===== config.mk =====
export PLATFORM = sky130hd
export DESIGN_NAME = lsu_mem_ctrl_flat
export DESIGN_NICKNAME = d
export VERILOG_FILES = /design/src/rtl/lsu_mem_ctrl_if.sv /design/src/rtl/lsu_mem_ctrl.sv /design/src/flat_wrapper.sv
export SDC_FILE = /design/constraint.sdc
export NUM_CORES = 1
export LEC_CHECK = 0
export BUFFER_PORTS_ARGS = -buffer_cell sky130_fd_sc_hd__buf_4
export CORE_AREA = 2 2 112 114
export DETAILED_ROUTE_END_ITERATION = 8
export DIE_AREA = 0 0 114 116
export PLACE_DENSITY = 0.85
export SETUP_SLACK_MARGIN = 0.05
export SLEW_MARGIN = 20
export SYNTH_ARGS = -nofsm -noshare
export SYNTH_HDL_FRONTEND = slang
export SYNTH_SLANG_ARGS = --single-unit

===== constraint.sdc =====
create_clock -name clk -period 4.4 [get_ports clk]
set_input_delay 0.88 -clock clk [delete_from_list [all_inputs] [get_ports clk]]
set_output_delay 0.88 -clock clk [all_outputs]
set_load 0.02 [all_outputs]

===== src/rtl/lsu_mem_ctrl_if.sv =====
// Request, data-memory bus and response signals of the MEM-stage load/store unit.
// The slave view belongs to the unit; the master view is the core pipeline plus memory.
interface lsu_mem_ctrl_if #(
  parameter int XLEN = 32
);
  logic              req_valid;
  logic              req_ready;
  logic              req_is_load;
  logic              req_is_store;
  logic [2:0]        req_funct3;
  logic [XLEN-1:0]   req_addr;
  logic [XLEN-1:0]   req_wdata;
  logic [4:0]        req_rd;

  logic              mem_req;
  logic              mem_we;
  logic [XLEN-1:0]   mem_addr;
  logic [XLEN/8-1:0] mem_wstrb;
  logic [XLEN-1:0]   mem_wdata;
  logic              mem_ack;
  logic [XLEN-1:0]   mem_rdata;

  logic              resp_valid;
  logic              resp_ready;
  logic [XLEN-1:0]   resp_rdata;
  logic [4:0]        resp_rd;
  logic [1:0]        resp_err;

  modport slave (
    input  req_valid, req_is_load, req_is_store, req_funct3, req_addr, req_wdata, req_rd,
    output req_ready,
    output mem_req, mem_we, mem_addr, mem_wstrb, mem_wdata,
    input  mem_ack, mem_rdata,
    output resp_valid, resp_rdata, resp_rd, resp_err,
    input  resp_ready
  );

  modport master (
    output req_valid, req_is_load, req_is_store, req_funct3, req_addr, req_wdata, req_rd,
    input  req_ready,
    input  mem_req, mem_we, mem_addr, mem_wstrb, mem_wdata,
    output mem_ack, mem_rdata,
    input  resp_valid, resp_rdata, resp_rd, resp_err,
    output resp_ready
  );
endinterface


===== src/rtl/lsu_mem_ctrl.sv =====
// Sequential MEM-stage load/store unit: one request at a time, word-aligned bus with
// byte strobes, load alignment/extension, and misaligned/illegal/timeout error reporting.
module lsu_mem_ctrl #(
  parameter int XLEN          = 32,
  parameter int TIMEOUT       = 255,
  parameter bit MISALIGN_TRAP = 1'b1
) (
  input  logic            clk,
  input  logic            rst_n,
  lsu_mem_ctrl_if.slave   bus,
  output logic            busy
);

  localparam int NB   = XLEN / 8;
  localparam int OFFW = $clog2(NB);
  localparam int SIW  = $clog2(XLEN);
  localparam int CW   = 16;

  typedef enum logic [1:0] {IDLE, ACCESS, ERR, RESP} state_t;

  state_t            state_q, state_d;
  logic [CW-1:0]     cnt_q, cnt_d;
  logic              we_q, we_d;
  logic [XLEN-1:0]   addr_q, addr_d;
  logic [NB-1:0]     wstrb_q, wstrb_d;
  logic [XLEN-1:0]   wdata_q, wdata_d;
  logic [OFFW-1:0]   off_q, off_d;
  logic [2:0]        funct3_q, funct3_d;
  logic [4:0]        rd_q, rd_d;
  logic [XLEN-1:0]   rdata_q, rdata_d;
  logic [1:0]        err_q, err_d;

  logic              legal;
  logic              misaligned;
  logic [OFFW-1:0]   lane_mask;
  logic [OFFW-1:0]   off_w;
  logic [NB-1:0]     size_strb;
  logic [XLEN-1:0]   shifted_rd;
  logic [XLEN-1:0]   ext_mask;
  logic [XLEN-1:0]   load_ext;
  logic [SIW-1:0]    sign_idx;
  logic              sign_bit;

  // Request decode: legality, size-derived masks and lane offset of the incoming access.
  always_comb begin
    legal = 1'b0;
    if (bus.req_is_load && !bus.req_is_store) begin
      case (bus.req_funct3)
        3'b000, 3'b001, 3'b010, 3'b100, 3'b101: legal = 1'b1;
        3'b011, 3'b110:                         legal = (XLEN == 64);
        default:                                legal = 1'b0;
      endcase
    end else if (bus.req_is_store && !bus.req_is_load) begin
      case (bus.req_funct3)
        3'b000, 3'b001, 3'b010: legal = 1'b1;
        3'b011:                 legal = (XLEN == 64);
        default:                legal = 1'b0;
      endcase
    end

    case (bus.req_funct3[1:0])
      2'd0:    begin lane_mask = OFFW'(0); size_strb = NB'(8'h01); end
      2'd1:    begin lane_mask = OFFW'(1); size_strb = NB'(8'h03); end
      2'd2:    begin lane_mask = OFFW'(3); size_strb = NB'(8'h0F); end
      default: begin lane_mask = OFFW'(7); size_strb = NB'(8'hFF); end
    endcase

    misaligned = |(bus.req_addr[OFFW-1:0] & lane_mask);
    off_w      = bus.req_addr[OFFW-1:0];
    if (!MISALIGN_TRAP) off_w = off_w & ~lane_mask;
  end

  // Load data: shift the addressed field down, then sign- or zero-extend by size.
  always_comb begin
    shifted_rd = bus.mem_rdata >> {off_q, 3'b000};
    ext_mask   = {XLEN{1'b1}} << (8 << funct3_q[1:0]);
    sign_idx   = SIW'((8 << funct3_q[1:0]) - 1);
    sign_bit   = shifted_rd[sign_idx] & ~funct3_q[2];
    load_ext   = sign_bit ? (shifted_rd | ext_mask) : (shifted_rd & ~ext_mask);
  end

  always_comb begin
    state_d  = state_q;
    cnt_d    = cnt_q;
    we_d     = we_q;
    addr_d   = addr_q;
    wstrb_d  = wstrb_q;
    wdata_d  = wdata_q;
    off_d    = off_q;
    funct3_d = funct3_q;
    rd_d     = rd_q;
    rdata_d  = rdata_q;
    err_d    = err_q;

    case (state_q)
      IDLE: begin
        if (bus.req_valid) begin
          we_d     = bus.req_is_store;
          addr_d   = {bus.req_addr[XLEN-1:OFFW], OFFW'(0)};
          wstrb_d  = bus.req_is_store ? (size_strb << off_w) : '0;
          wdata_d  = bus.req_is_store ? (bus.req_wdata << {off_w, 3'b000}) : '0;
          off_d    = off_w;
          funct3_d = bus.req_funct3;
          rd_d     = (bus.req_is_load && !bus.req_is_store) ? bus.req_rd : 5'd0;
          rdata_d  = '0;
          err_d    = 2'd0;
          cnt_d    = '0;
          if (!legal) begin
            err_d   = 2'd2;
            state_d = ERR;
          end else if (misaligned && MISALIGN_TRAP) begin
            err_d   = 2'd1;
            state_d = ERR;
          end else begin
            state_d = ACCESS;
          end
        end
      end
      ACCESS: begin
        if (bus.mem_ack) begin
          rdata_d = we_q ? '0 : load_ext;
          state_d = RESP;
        end else if (cnt_q == CW'(TIMEOUT - 1)) begin
          rdata_d = '0;
          err_d   = 2'd3;
          state_d = RESP;
        end else begin
          cnt_d = cnt_q + 1'b1;
        end
      end
      ERR: begin
        state_d = RESP;
      end
      RESP: begin
        if (bus.resp_ready) state_d = IDLE;
      end
      default: state_d = IDLE;
    endcase
  end

  always_ff @(posedge clk) begin
    if (!rst_n) begin
      state_q  <= IDLE;
      cnt_q    <= '0;
      we_q     <= 1'b0;
      addr_q   <= '0;
      wstrb_q  <= '0;
      wdata_q  <= '0;
      off_q    <= '0;
      funct3_q <= '0;
      rd_q     <= '0;
      rdata_q  <= '0;
      err_q    <= '0;
    end else begin
      state_q  <= state_d;
      cnt_q    <= cnt_d;
      we_q     <= we_d;
      addr_q   <= addr_d;
      wstrb_q  <= wstrb_d;
      wdata_q  <= wdata_d;
      off_q    <= off_d;
      funct3_q <= funct3_d;
      rd_q     <= rd_d;
      rdata_q  <= rdata_d;
      err_q    <= err_d;
    end
  end

  // Bus and response outputs are forced to zero outside the states that own them.
  always_comb begin
    bus.req_ready  = (state_q == IDLE);
    busy           = (state_q != IDLE);
    bus.mem_req    = (state_q == ACCESS);
    bus.mem_we     = bus.mem_req & we_q;
    bus.mem_addr   = bus.mem_req ? addr_q  : '0;
    bus.mem_wstrb  = bus.mem_req ? wstrb_q : '0;
    bus.mem_wdata  = bus.mem_req ? wdata_q : '0;
    bus.resp_valid = (state_q == RESP);
    bus.resp_rdata = bus.resp_valid ? rdata_q : '0;
    bus.resp_rd    = bus.resp_valid ? rd_q    : 5'd0;
    bus.resp_err   = bus.resp_valid ? err_q   : 2'd0;
  end

endmodule


===== src/flat_wrapper.sv =====
// flat-port wrapper written by rule: the top's interface ports become plain ports
module lsu_mem_ctrl_flat 
#(
  parameter int XLEN          = 32,
  parameter int TIMEOUT       = 255,
  parameter bit MISALIGN_TRAP = 1'b1
)
  (clk, rst_n, busy, bus_req_valid, bus_req_is_load, bus_req_is_store, bus_req_funct3, bus_req_addr, bus_req_wdata, bus_req_rd, bus_req_ready, bus_mem_req, bus_mem_we, bus_mem_addr, bus_mem_wstrb, bus_mem_wdata, bus_mem_ack, bus_mem_rdata, bus_resp_valid, bus_resp_rdata, bus_resp_rd, bus_resp_err, bus_resp_ready);
  lsu_mem_ctrl_if #(.XLEN(XLEN)) bus_i ();
  input  logic clk;
  input  logic rst_n;
  output logic busy;
  input wire logic [$bits(bus_i.req_valid)-1:0] bus_req_valid;
  input wire logic [$bits(bus_i.req_is_load)-1:0] bus_req_is_load;
  input wire logic [$bits(bus_i.req_is_store)-1:0] bus_req_is_store;
  input wire logic [$bits(bus_i.req_funct3)-1:0] bus_req_funct3;
  input wire logic [$bits(bus_i.req_addr)-1:0] bus_req_addr;
  input wire logic [$bits(bus_i.req_wdata)-1:0] bus_req_wdata;
  input wire logic [$bits(bus_i.req_rd)-1:0] bus_req_rd;
  output wire logic [$bits(bus_i.req_ready)-1:0] bus_req_ready;
  output wire logic [$bits(bus_i.mem_req)-1:0] bus_mem_req;
  output wire logic [$bits(bus_i.mem_we)-1:0] bus_mem_we;
  output wire logic [$bits(bus_i.mem_addr)-1:0] bus_mem_addr;
  output wire logic [$bits(bus_i.mem_wstrb)-1:0] bus_mem_wstrb;
  output wire logic [$bits(bus_i.mem_wdata)-1:0] bus_mem_wdata;
  input wire logic [$bits(bus_i.mem_ack)-1:0] bus_mem_ack;
  input wire logic [$bits(bus_i.mem_rdata)-1:0] bus_mem_rdata;
  output wire logic [$bits(bus_i.resp_valid)-1:0] bus_resp_valid;
  output wire logic [$bits(bus_i.resp_rdata)-1:0] bus_resp_rdata;
  output wire logic [$bits(bus_i.resp_rd)-1:0] bus_resp_rd;
  output wire logic [$bits(bus_i.resp_err)-1:0] bus_resp_err;
  input wire logic [$bits(bus_i.resp_ready)-1:0] bus_resp_ready;
  assign bus_i.req_valid = bus_req_valid;
  assign bus_i.req_is_load = bus_req_is_load;
  assign bus_i.req_is_store = bus_req_is_store;
  assign bus_i.req_funct3 = bus_req_funct3;
  assign bus_i.req_addr = bus_req_addr;
  assign bus_i.req_wdata = bus_req_wdata;
  assign bus_i.req_rd = bus_req_rd;
  assign bus_req_ready = bus_i.req_ready;
  assign bus_mem_req = bus_i.mem_req;
  assign bus_mem_we = bus_i.mem_we;
  assign bus_mem_addr = bus_i.mem_addr;
  assign bus_mem_wstrb = bus_i.mem_wstrb;
  assign bus_mem_wdata = bus_i.mem_wdata;
  assign bus_i.mem_ack = bus_mem_ack;
  assign bus_i.mem_rdata = bus_mem_rdata;
  assign bus_resp_valid = bus_i.resp_valid;
  assign bus_resp_rdata = bus_i.resp_rdata;
  assign bus_resp_rd = bus_i.resp_rd;
  assign bus_resp_err = bus_i.resp_err;
  assign bus_i.resp_ready = bus_resp_ready;
  lsu_mem_ctrl #(.XLEN(XLEN), .TIMEOUT(TIMEOUT), .MISALIGN_TRAP(MISALIGN_TRAP)) u_core (.clk(clk), .rst_n(rst_n), .bus(bus_i), .busy(busy));
endmodule

Yosys cells after proc, flatten, opt, wreduce, memory -nomap -nowiden
Index checks and enable logic that the tools add are counted.
Storage, ports and cells
  flip-flop bits (word level): 129
  bits of input ports: 111
  output and inout bits: 112
  logic and storage cells: 97
Operators by class
  add/sub/neg operators: 2
  $lt $le $gt $ge: 1
  equal/unequal tests: 15
  shift operators: 5
  muxes and demuxes: 39
  bitwise operators: 7
  reduce and logical (&&, ||, !) cells: 17
Operator list (count)
  32-bit 2-to-1 mux: 9
  32-bit one-hot mux with 2 select lines: 1
  16-bit 2-to-1 mux: 3
  32-bit bitwise AND: 1
  32-bit inverter: 1
  32-bit OR: 1
  16-bit one-hot mux with 2 select lines: 1
  32-bit by 32-bit left shift with 32-bit output, first input constant: 1
  32-bit by 5-bit left shift with 32-bit output: 1
  4-bit by 2-bit left shift with 32-bit output, first input constant: 1
  32-bit by 5-bit right shift with 32-bit output: 1
  2-bit 2-to-1 mux: 10
  16-bit by 1-bit adder with 16-bit output, second input constant: 1
  16-bit by 8-bit == test with 1-bit output, second input constant: 1
  5-bit 2-to-1 mux: 2
  4-bit 2-to-1 mux: 2
  2-bit one-hot mux with 2 select lines: 2
  2-bit one-hot mux with 4 select lines: 1
  4-bit one-hot mux with 2 select lines: 1
  4-bit AND reduction: 2
  3-bit == test, second input constant: 2
  5-bit by 6-bit less-than comparator with 1-bit output, second input constant: 1
  1-bit 2-to-1 mux: 6
  2-bit != test, second input constant: 3
  22 further kinds: 31

Logic depth before layout (Yosys ltp)
  depth in word-level cells: 9
  mapped depth: 10

Worst setup path before layout
No wires, ideal clock.
  path type: reg2out
  start point: register u_core.state_q[1]
  end point: output bus_mem_addr[11]
  arrival time: 1682 ps
  slack: 1838 ps
  cell stages (with the launch flop): 7
  buffers on the path: 3
  cell sequence: dfxtp_1 -> inv_1 -> ha_1 -> buf_2 -> clkbuf_1 -> clkbuf_1 -> and2_1
On the way
  longest elaborated chain between the ends: 2
Ends and longest elaborated chain
  start, declared: RTL line lsu_mem_ctrl.sv:21  | state_t state_q, state_d;
  start signal, assigned: RTL line lsu_mem_ctrl.sv:155  | state_q <= state_d;
  2-bit by 1-bit == test with 1-bit output: RTL line lsu_mem_ctrl.sv:173  | bus.mem_req = (state_q == ACCESS);
  net bus_mem_req: RTL line flat_wrapper.sv:21  | output wire logic [$bits(bus_i.mem_req)-1:0] bus_mem_req;
  32-bit 2-to-1 mux: RTL line lsu_mem_ctrl.sv:175  | bus.mem_addr = bus.mem_req ? addr_q : '0;
  end, declared: RTL line flat_wrapper.sv:23  | output wire logic [$bits(bus_i.mem_addr)-1:0] bus_mem_addr;
The timed path passes the listed nets, and every way through them passes these cells.

Final worst setup path
  start point: register u_core.state_q[1]
  end point: output bus_mem_addr[21]
On the way
  longest elaborated chain between the ends: 2
Ends and longest elaborated chain (RTL line)
  2-bit by 1-bit == test with 1-bit output: lsu_mem_ctrl.sv:173
  32-bit 2-to-1 mux: lsu_mem_ctrl.sv:175
No other way between the ends.

==> flow_summary.toml <==
[status]
status = "completed"

[pwr]
cellLeakagePower_uw = 0.00376
pwr-share-clk_pct = 37.4
p_switching_uw = 1290
seqPwrFrac_pct = 35.5
combPwrFrac_pct = 27.2
total_power_uw = 3920
swShare_pct = 32.9
p_per_area_mw_per_mm2 = 451
ir_worst_vdd_mv = 0.322
internal_power_uw = 2630

[min_path]
hp-class = "register to register"
holdPathStages = 2

[routing]
routed_wl_um = 18700
wl_met2_um = 9070
vias_per_cell = 5.61
drt_first_pass_iters = 5
wl_met3_um = 1430
wl_met1_um = 7570
drt-initial-drc-count = 447
drc = 0
highest_layer = "met4"
wl_per_cell_um = 16.8
ant_nets = 0
vias = 6247

[floorplanning]
dieArea_mm2 = 0.0132
num_rows = 40
die_h_um = 116
fp.dieW_um = 114
io_pins = 223
initial_utilization_pct = 53.8
core_mm2 = 0.0119

[place]
hpwl_um = 13000
placed_area_mm2 = 0.00805
port_buffers = 220
place_congestion = 0.902

[timing]
fin_hold_ws_ps = 448
grt_setup_unrepaired = "no"
finalHoldViolations = 0
skew_ps = 11.6
drv_slew = 0
fmax_ghz = 0.349
fin_crit_sh_pct = 65.1
fin_tns_setup_ps = 0
worst_slew_pin_slew_ps = 1020
setup_viol = 0
period_needed_ps = 2860
max_slew_margin_pct = 31.6

[synthesis]
async_reset_ff_share_pct = 0
synth_cell_types = 56
synth.cell_area_mm2 = 0.00641
netlist_instances = 768
synthTopCellsByArea = "dfxtp_1, and2_1, nand2_1"
synth-edff-count = 0
synthesis.area_per_instance_um2 = 8.35
ys_seq_area_share_pct = 40.3
yosys.area.top_type_share_pct = 40.3
synth_seq_cells = 129
ys.flop_type = "dfxtp_1"
synth_top_cell_by_area = "dfxtp_1"
synth_warnings = 0

[clock_network]
cts_buffers = 17
clk_pin_slew_ps = 60
ctsResizeCount = 0
post_cts_buffers = 0
hold_buffers = 0
clock_sinks = 129
cts_root_buf = "clkbuf_16"
cts.path.max_buffers = 2
h-tree-depth = 4
clkLatencyLatePin_ps = 420
cts_tree = "yes"

[layout]
fill_cells = 923
antennaDiodeCount = 0
drive_gt1_share_pct = 29.9
register_area_mm2 = 0.00258
area_growth_pct = 35.6
layout_commonest_cell = "buf_4"
multi_input_area_mm2 = 0.00358
final_cell_area_mm2 = 0.00870
finalNetCount = 1070
final_cell_mix = "buf_4, dfxtp_1, and2_1"

[global_route]
grt-ovfl-total = 0
grt_pass1_wl_um = 29400
first_global_vias = 5881
grtUsageTotal_pct = 28.0
grt_max_degree = 84
antenna_found_initial = 0

[setup_path]
cp-end-kind = "output pin"
crit_arrival_ps = 1980
r2r_slack_ps = 1620
crit_path_start_kind = "register"
reg2reg_depth = 6
crit_path_max_fanout = 77
required_ps = 3520
critPathKind = "register to output pin"

[job]
drv_cap = 0
==> path summary, 6_finish.rpt <==
| path | startpoint | to |
|---|---|---|
| setup / recovery | u_core.state_q[1] | bus_mem_addr[21] |
| hold / removal | u_core.addr_q[5] | u_core.addr_q[5] |
| setup reg to reg | u_core.state_q[0] | u_core.rdata_q[26] |
| hold reg to reg | u_core.addr_q[5] | u_core.addr_q[5] |
==> power by group through the flow <==
stage / Sequential (µW) / Clock (µW) / Combinational (µW)
final: 1390 / 1460 / 1060
after floorplan: 1370 / 0 / 755
after detailed placement: 1410 / 0 / 1040
after global placement: 1400 / 0 / 1030
after global routing: 1410 / 1530 / 1170
after CTS: 1390 / 1470 / 1050
==> registers in the layout, indices dropped and copies added (netlist names) <==
register,cells
u_core.rd_q,5
u_core.cnt_q,16
u_core.we_q,1
u_core.funct3_q,3
u_core.state_q,2
u_core.err_q,2
u_core.wdata_q,32
u_core.addr_q,30
u_core.wstrb_q,4
u_core.rdata_q,32
u_core.off_q,2
==> logic make-up (layout without fill, tap and decap cells) <==
group                    after synthesis  count (layout)  share of synthesized area (%)
AND/OR/NAND/NOR                      347             347                           27.2
AO/OA/AOI/OAI                        163             163                           18.4
flip-flops                           129             129                           40.3
buffers and inverters                 68             266                           4.41
multiplexers                          41              41                           6.73
XOR/XNOR                              14              14                           1.91
adder cells (fa/ha/maj)                5               5                          0.976
other                                  1               2                         0.0585
==> synth_stat cells, drive strengths merged, types with 4 or more instances <==
master	n
or2	4
and3	4
nor3	6
buf	12
mux2	17
nand2b	6
a221o	14
nand3	7
nor2	90
nand2	90
a21oi	61
xor2	9
inv	8
o2bb2ai	17
nor2b	10
a22oi	15
ha	5
mux2i	24
a211o	8
a222oi	8
xnor2	5
clkbuf	48
a211oi	13
o21ai	7
nand4	6
and2	108
dfxtp	129
a32oi	7
==> through the flow <==
stage | utilization (%) | instances | worst slack [ps]
after global placement | 67.6 | 1082 | 1350
after floorplan | - | 769 | 1840
after detailed placement | 67.6 | 1082 | 1290
final | 73.0 | 1114 | 1540
after CTS | 72.8 | 1114 | 1330
after global routing | 73.0 | 1114 | 1450
==> critical path, cell delays in order, from the launching register on <==
cell	delay, ps
dfxtp_1	330
inv_1	90
ha_2	180
buf_4	530
and2_1	260
buf_4	150
==> routing by layer <==
layer	up-vias	global-route usage, %
met2	235	46.7
li1	3046	-
met5	-	0
met1	2920	33.1
met4	0	12.9
met3	46	9.10
==> cell type report <==
class | count | share of cell area, %
Inverter | 8 | 0.345
Tap cell | 147 | 2.12
Timing Repair Buffer | 226 | 19.5
Sequential cell | 129 | 29.7
Clock inverter | 11 | 1.77
Multi-Input combinational cell | 572 | 41.2
Clock buffer | 21 | 5.41
Note: power is estimated with default switching activity, not from simulation.
